$ cat config.mk
export PLATFORM = sky130hd
export DESIGN_NAME = register_file_flat
export DESIGN_NICKNAME = d
export VERILOG_FILES = /design/src/rtl/register_file_if.sv /design/src/rtl/register_file.sv /design/src/flat_wrapper.sv
export SDC_FILE = /design/constraint.sdc
export NUM_CORES = 2
export LEC_CHECK = 0
export ABC_CLOCK_PERIOD_IN_PS = 51700
export CELL_PAD_IN_SITES_DETAIL_PLACEMENT = 2
export CELL_PAD_IN_SITES_GLOBAL_PLACEMENT = 2
export CORE_AREA = 2 2 367 369
export DETAILED_ROUTE_END_ITERATION = 8
export DIE_AREA = 0 0 369 371
export PLACE_DENSITY_LB_ADDON = 0.1
export SYNTH_ARGS = -nofsm -noshare
export SYNTH_HDL_FRONTEND = slang
export SYNTH_SLANG_ARGS = --single-unit
$ cat constraint.sdc
create_clock -name clk -period 51.7 [get_ports clk]
set_clock_uncertainty 0.15 [all_clocks]
set_input_delay 7.755 -clock clk [delete_from_list [all_inputs] [get_ports clk]]
set_output_delay 7.755 -clock clk [all_outputs]
set_load 0.01 [all_outputs]
$ cat src/rtl/register_file_if.sv
// Register file port bundle: one write port, two bypassed read ports,
// one debug read port and the committed-write counter.
interface register_file_if #(
  parameter int bus_size  = 32,
  parameter int addr_size = 5
);
  logic                 wr_en;
  logic [addr_size-1:0] rd_addr;
  logic [bus_size-1:0]  wr_data;
  logic [addr_size-1:0] rs_addr;
  logic [addr_size-1:0] rt_addr;
  logic [addr_size-1:0] dbg_addr;
  logic [bus_size-1:0]  rs_data;
  logic [bus_size-1:0]  rt_data;
  logic [bus_size-1:0]  dbg_data;
  logic [15:0]          wr_count;

  modport master (
    output wr_en, rd_addr, wr_data, rs_addr, rt_addr, dbg_addr,
    input  rs_data, rt_data, dbg_data, wr_count
  );

  modport slave (
    input  wr_en, rd_addr, wr_data, rs_addr, rt_addr, dbg_addr,
    output rs_data, rt_data, dbg_data, wr_count
  );
endinterface

$ cat src/rtl/register_file.sv
// MIPS general-purpose register file: r0 hardwired to zero, two combinational
// read ports with write-through bypass, one synchronous write port, debug read.
module register_file #(
  parameter int bus_size  = 32,
  parameter int addr_size = 5
) (
  input logic              clk,
  input logic              rst,
  register_file_if.slave   bus
);
  localparam int depth = 2 ** addr_size;

  logic [bus_size-1:0] regs [1:depth-1];
  logic [15:0]         count;
  logic                commit;

  // A write only lands for a nonzero destination; r0 has no storage.
  assign commit = bus.wr_en && (bus.rd_addr != '0);

  always_ff @(posedge clk or posedge rst) begin
    if (rst) begin
      for (int i = 1; i < depth; i++) regs[i] <= '0;
      count <= '0;
    end else if (commit) begin
      regs[bus.rd_addr] <= bus.wr_data;
      count             <= count + 16'd1;
    end
  end

  function automatic logic [bus_size-1:0] stored(input logic [addr_size-1:0] addr);
    if (addr == '0) return '0;
    return regs[addr];
  endfunction

  // Bypass is suppressed during reset so every read port reads zero then.
  function automatic logic [bus_size-1:0] read_port(input logic [addr_size-1:0] addr);
    if (addr == '0) return '0;
    if (!rst && bus.wr_en && (bus.rd_addr == addr)) return bus.wr_data;
    return regs[addr];
  endfunction

  assign bus.rs_data  = read_port(bus.rs_addr);
  assign bus.rt_data  = read_port(bus.rt_addr);
  assign bus.dbg_data = stored(bus.dbg_addr);
  assign bus.wr_count = count;
endmodule
$ cat src/flat_wrapper.sv
// flat-port wrapper written by rule: the top's interface ports become plain ports
module register_file_flat 
#(
  parameter int bus_size  = 32,
  parameter int addr_size = 5
)
  (clk, rst, bus_wr_en, bus_rd_addr, bus_wr_data, bus_rs_addr, bus_rt_addr, bus_dbg_addr, bus_rs_data, bus_rt_data, bus_dbg_data, bus_wr_count);
  register_file_if #(.bus_size(bus_size), .addr_size(addr_size)) bus_i ();
  input logic clk;
  input logic rst;
  input wire logic [$bits(bus_i.wr_en)-1:0] bus_wr_en;
  input wire logic [$bits(bus_i.rd_addr)-1:0] bus_rd_addr;
  input wire logic [$bits(bus_i.wr_data)-1:0] bus_wr_data;
  input wire logic [$bits(bus_i.rs_addr)-1:0] bus_rs_addr;
  input wire logic [$bits(bus_i.rt_addr)-1:0] bus_rt_addr;
  input wire logic [$bits(bus_i.dbg_addr)-1:0] bus_dbg_addr;
  output wire logic [$bits(bus_i.rs_data)-1:0] bus_rs_data;
  output wire logic [$bits(bus_i.rt_data)-1:0] bus_rt_data;
  output wire logic [$bits(bus_i.dbg_data)-1:0] bus_dbg_data;
  output wire logic [$bits(bus_i.wr_count)-1:0] bus_wr_count;
  assign bus_i.wr_en = bus_wr_en;
  assign bus_i.rd_addr = bus_rd_addr;
  assign bus_i.wr_data = bus_wr_data;
  assign bus_i.rs_addr = bus_rs_addr;
  assign bus_i.rt_addr = bus_rt_addr;
  assign bus_i.dbg_addr = bus_dbg_addr;
  assign bus_rs_data = bus_i.rs_data;
  assign bus_rt_data = bus_i.rt_data;
  assign bus_dbg_data = bus_i.dbg_data;
  assign bus_wr_count = bus_i.wr_count;
  register_file #(.bus_size(bus_size), .addr_size(addr_size)) u_core (.clk(clk), .rst(rst), .bus(bus_i));
endmodule
# Word level (Yosys, flattened, before mapping)
# Index checks and enable logic that the tools add are counted.
# word_totals
reg_bits,1008
in_bits,55
output_inout_bits,112
wordCells,83
# op_classes
n_addsub,1
magnitude_cmp,5
eq_ne,2
mux,29
n_bitwise,4
reduce_logical,10
# ops
cell,count
992-bit bitwise mux,1
32-bit two-way mux,17
32-bit binary-select mux with 5-bit select,3
32-bit demux with 5-bit select,1
6-bit >= comparator (second input constant),4
5-bit NOT with 6-bit output,4
16-bit by 1-bit adder with 16-bit output (second input constant),1
5-bit logical NOT,3
5-bit == test,2
1-bit two-way mux,7
6-bit by 1-bit < comparator with 1-bit output (second input constant),1
1-bit logical AND,5
5-bit nonzero test,1
1-bit logical NOT,1

# Longest topological paths before layout
# logic_depth
depth_word,7
mapped_depth,9
mapped_depth_nobuf,5

# Worst setup path before layout
# OpenSTA, ideal clock, no wires.
# synth_path
path_type,input port to output port
startpoint,input bus_dbg_addr[1]
endpoint,output bus_dbg_data[0]
arrival_ns,9.631
t_required_ns,43.795
slack_ns,34.163
cell_stages,6
n_path_buf,3
path_cell_list,buf_2 -> clkbuf_1 -> clkbuf_1 -> mux4_2 -> mux4_2 -> mux2_2
# synth_between
elab_chain_cells,5
elab_cells_between_ends,7
classes_between,mux (5); bitwise (1); reduce/logical (1)
# synth_lines
item,line,rtl
from (decl),flat_wrapper.sv:16,input wire logic [$bits(bus_i.dbg_addr)-1:0] bus_dbg_addr;
5-bit NOT with 6-bit output (implied by the code),register_file.sv:32,return regs[addr];
32-bit binary-select mux with 5-bit select,register_file.sv:32,
32-bit two-way mux (implied by the code) (2 in series),register_file.sv:32,
32-bit two-way mux *,register_file.sv:32,
to (decl),flat_wrapper.sv:19,output wire logic [$bits(bus_i.dbg_data)-1:0] bus_dbg_data;
# Mark *: on every way between the ends. The rest lies on a longest branch, timed or not. The select of a mux whose other input is x is not followed.

# Worst setup path in the final report
# layout_path
startpoint,input bus_rs_addr[0]
endpoint,output bus_rs_data[17]
# layout_between
elab_chain_cells,6
elab_cells_between_ends,13
classes_between,eq/ne (1); mux (9); bitwise (1); reduce/logical (2)
# layout_lines
item,line,rtl
from (decl),flat_wrapper.sv:14,input wire logic [$bits(bus_i.rs_addr)-1:0] bus_rs_addr;
5-bit NOT with 6-bit output (implied by the code) / 5-bit == test (equally long branches),"register_file.sv:39, register_file.sv:38",
32-bit binary-select mux with 5-bit select / 1-bit logical AND (equally long branches),"register_file.sv:39, register_file.sv:38",
32-bit two-way mux (implied by the code) / 1-bit two-way mux (equally long branches) (2 in series),"register_file.sv:39, register_file.sv:38",
32-bit two-way mux,register_file.sv:39,return regs[addr];
32-bit two-way mux *,register_file.sv:38,if (!rst && bus.wr_en && (bus.rd_addr == addr)) return bus.wr_data;
to (decl),flat_wrapper.sv:17,output wire logic [$bits(bus_i.rs_data)-1:0] bus_rs_data;
# Marks and branches as above.

==> impl_results.md <==
* Status: completed
* Minimum clock period at 21150 ps
* FF-to-FF Start: u_core.bus.wr_count[5]$_DFFE_PP0P_
* CP arrival at 13240 ps
* Htree depth at 3
* Post CTS Setup Buffer Count at 0
* CP Launch Type: input port
* Worst-margin pin slew at 1390 ps
* Critical path required time at 43790 ps
* Max-slew headroom at 6.82%
* Pwr per Cell Area at 39.0 nW/um^2
* Leakage power at 0.0284 uW
* Multi-input logic area at 35100 sq um
* Avg WL per Cell at 42.4 um
* Largest net degree at the start of global routing at 183
* CTS tree: built
* Post-synth EDFFs at 0
* TritonCTS Sinks at 1008
* Netlist cell types at 44
* Critical path fanouts, max at 59
* Layout area overhead at 11.3%
* Top_reg_cell synth: dfrtp_1
* Cell Rows at 134
* Number of max-slew violations in the final report at 0
* #FFs+latches synth at 1008
* Clk slew on worst S/H paths at 60 ps
* Gpl congestion at 0.784
* CP Capture Type: output port
* Slowest Stage Delay on Critical Path at 910 ps
* Yosys top cell by area: dfrtp_1
* Hold path depth at 1
* Largest family of logic cells by synthesized area: multiplexers
* CP bufs+invs at 5
* Top cells by area, synth: dfrtp_1 (41%), mux4_2 (27%), mux2_2 (20%), clkbuf_1 (1.6%), a22o_1 (0.96%)
* Post-synthesis simple-gate area fraction at 2.93%
* Final HPWL DP at 134000 um
* Chip height at 371 um
* Post-synthesis adder-cell area fraction at 0.0201%
* Total Power at 2700 uW
* Placeable Area at 133000 sq um
* Hold Violations, Final at 0
* Number of remaining DRC errors at 0
* Peak Freq at 47.3 MHz
* TritonCTS Buffers at 118
* Cell Area, Synth at 62100 sq um
* Clock Latency Late Sink at 750 ps
* Die area at 137000 sq um
* Crit-path slowest cell: buf_4
* Max rail drop VDD at 30.2 uV
* Max_cap viols at 0
* Fill count at 11.8k
* R2R cell count at 5
* IO Port Bufs at 166
* R2R Setup Slk at 49600 ps
* Seq. cell area at 25200 sq um
* Bufs on Longest Clock Path at 3
* Post-synth top area share at 40.6%
* Router iterations before antenna repair at 5
* # nets final at 4154
* CTS hold repair buffers at 0
* Initial core utilization at 46.8%
* FF-to-FF End: u_core.bus.wr_count[15]$_DFFE_PP0P_
* Mean post-synth cell area at 14.9 sq um
* Worst Hold Launch: u_core.bus.wr_count[15]$_DFFE_PP0P_
* Final wirelength at 253000 um
* Final setup TNS at 0 ps
* Sequential area share after synthesis at 40.6%
* Hold Path Sink: u_core.bus.wr_count[15]$_DFFE_PP0P_
* 1st-iter DRT viols at 4813
* GRT Resource Usage Total at 37.3%
* Via density per instance at 7.41
* Critical Setup Path Class: input port to output port
* Total gr overflow at 0
* Initial antenna violation count at 5
* Syn Inst Count at 4184
* First-pass GRT wire length at 364000 um
* I/O Pins at 167
* RSZ-0062 raised after global routing: false
* Most used cell, CP: buf_4
* Count leader, synth: mux2_2
* Top cells by count, synth: mux2_2 (1111), dfrtp_1 (1008), mux4_2 (736)
* Ys async rst share at 100%
* Diodes inserted at 0
* Tcrit/Tclk final at 40.9%
* Share of layout cells above drive strength 1 at 53.0%
* Hold Path Class: register to register
* Compound-cell area share of the yosys netlist at 4.95%
* Yosys warning count at 0
* Post-cts resize count at 0
* Mux cell area share after synthesis at 47.7%
* Vias in the first global route at 47.2k
* XOR/XNOR Fraction of Synth Area at 0.352%
* Setup Viol. Count Final at 0
* CP top delay family: buffers and inverters
* CP cell instances: buf_8, buf_4, buf_4, buf_4, mux4_2, o22a_1, o21ai_0, a211oi_1, clkdlybuf4s50_1
* Vias at 44.2k
* Root Driver: clkbuf_16
* Post-route ant nets at 0
* Die width at 369 um
* Syn Nets at 4240
final cells by class:
| cell class | count | area share, % |
|---|---|---|
| Inverter | 2 | 0.0217 |
| Clock inverter | 48 | 0.853 |
| Multi-Input combinational cell | 2687 | 50.7 |
| Timing Repair Buffer | 281 | 3.79 |
| Sequential cell | 1008 | 36.5 |
| Clock buffer | 168 | 5.02 |
| Tap cell | 1768 | 3.20 |
flip-flops by register name, summed over array words and instances, names as in the netlist:
signal,flops
u_core.regs,992
u_core.bus.wr_count,16
per-stage QoR:
stage / hold WS, ps / instances / setup WS [ps] / util [%] / cell area (sq um)
5_1_grt: 350 / 5962 / 30360 / 52.1 / 69200
6_report: 330 / 5962 / 30550 / 52.1 / 69200
2_1_floorplan: 344 / 4184 / 15430 / - / 62100
3_3_place_gp: 314 / 5746 / 30500 / 49.1 / 65100
4_1_cts: 332 / 5962 / 30550 / 52.1 / 69200
3_5_place_dp: 323 / 5746 / 30570 / 49.1 / 65100
layer usage:
layer	routed length, um	GRT usage, %	vias to the layer above	share of wire, %
met2	115000	56.8	2354	46
met4	12700	16.9	4	5.0
met5	19	0	-	0.0075
met1	103000	52.1	24694	41
li1	-	-	16553	-
met3	21500	7.22	565	8.5
report_power, final:
group          internal [uW]  switching (uW)  total, uW
Clock                    525             368        892
Combinational            407             290        696
Sequential               943             164       1110
Total                   1870             821       2700
cells in the final DEF (no fill, tap or decap), types with 4 or more instances in the layout:
| cell | count |
|---|---|
| nor2b_4 | 5 |
| mux2_2 | 1111 |
| a221oi_1 | 62 |
| nor2_4 | 13 |
| dfrtp_1 | 1008 |
| a22oi_1 | 54 |
| o22a_1 | 37 |
| mux2_1 | 47 |
| nand4_1 | 5 |
| o22ai_1 | 29 |
| nand3b_1 | 31 |
| bufinv_16 | 12 |
| nand3_1 | 35 |
| mux4_2 | 736 |
| xnor2_1 | 21 |
| clkdlybuf4s50_1 | 153 |
| nand2_4 | 15 |
| nor3_1 | 78 |
| nor2_1 | 32 |
| a211oi_1 | 39 |
| clkbuf_16 | 121 |
| o31ai_1 | 26 |
| clkinvlp_4 | 5 |
| clkinv_2 | 24 |
| nor3b_1 | 5 |
| a22o_1 | 68 |
| nand2_1 | 39 |
| buf_8 | 6 |
| clkbuf_1 | 20 |
| nor2b_1 | 63 |
| buf_12 | 6 |
| o21ai_0 | 102 |
| clkbuf_8 | 27 |
| buf_4 | 113 |
| xor2_1 | 4 |
cell families after synthesis:
group / count (synthesis)
AO/OA/AOI/OAI: 422
XOR/XNOR: 25
adder cells (fa/ha/maj): 1
buffers and inverters: 489
flip-flops: 1008
multiplexers: 1894
AND/OR/NAND/NOR: 345
worst max path at each step:
stage / endpoint / depth (start not counted) / start
after floorplan: u_core.bus.wr_count[0]$_DFFE_PP0P_ / 1 / rst
final: bus_rs_data[17] / 9 / bus_rs_addr[0]
after detailed placement: bus_rs_data[17] / 9 / bus_rs_addr[0]
after CTS: bus_rs_data[17] / 9 / bus_rs_addr[0]
after global placement: bus_rs_data[17] / 10 / bus_rs_addr[0]
after global routing: bus_rs_data[17] / 9 / bus_rs_addr[0]
Note: power is estimated with default switching activity, not from simulation.
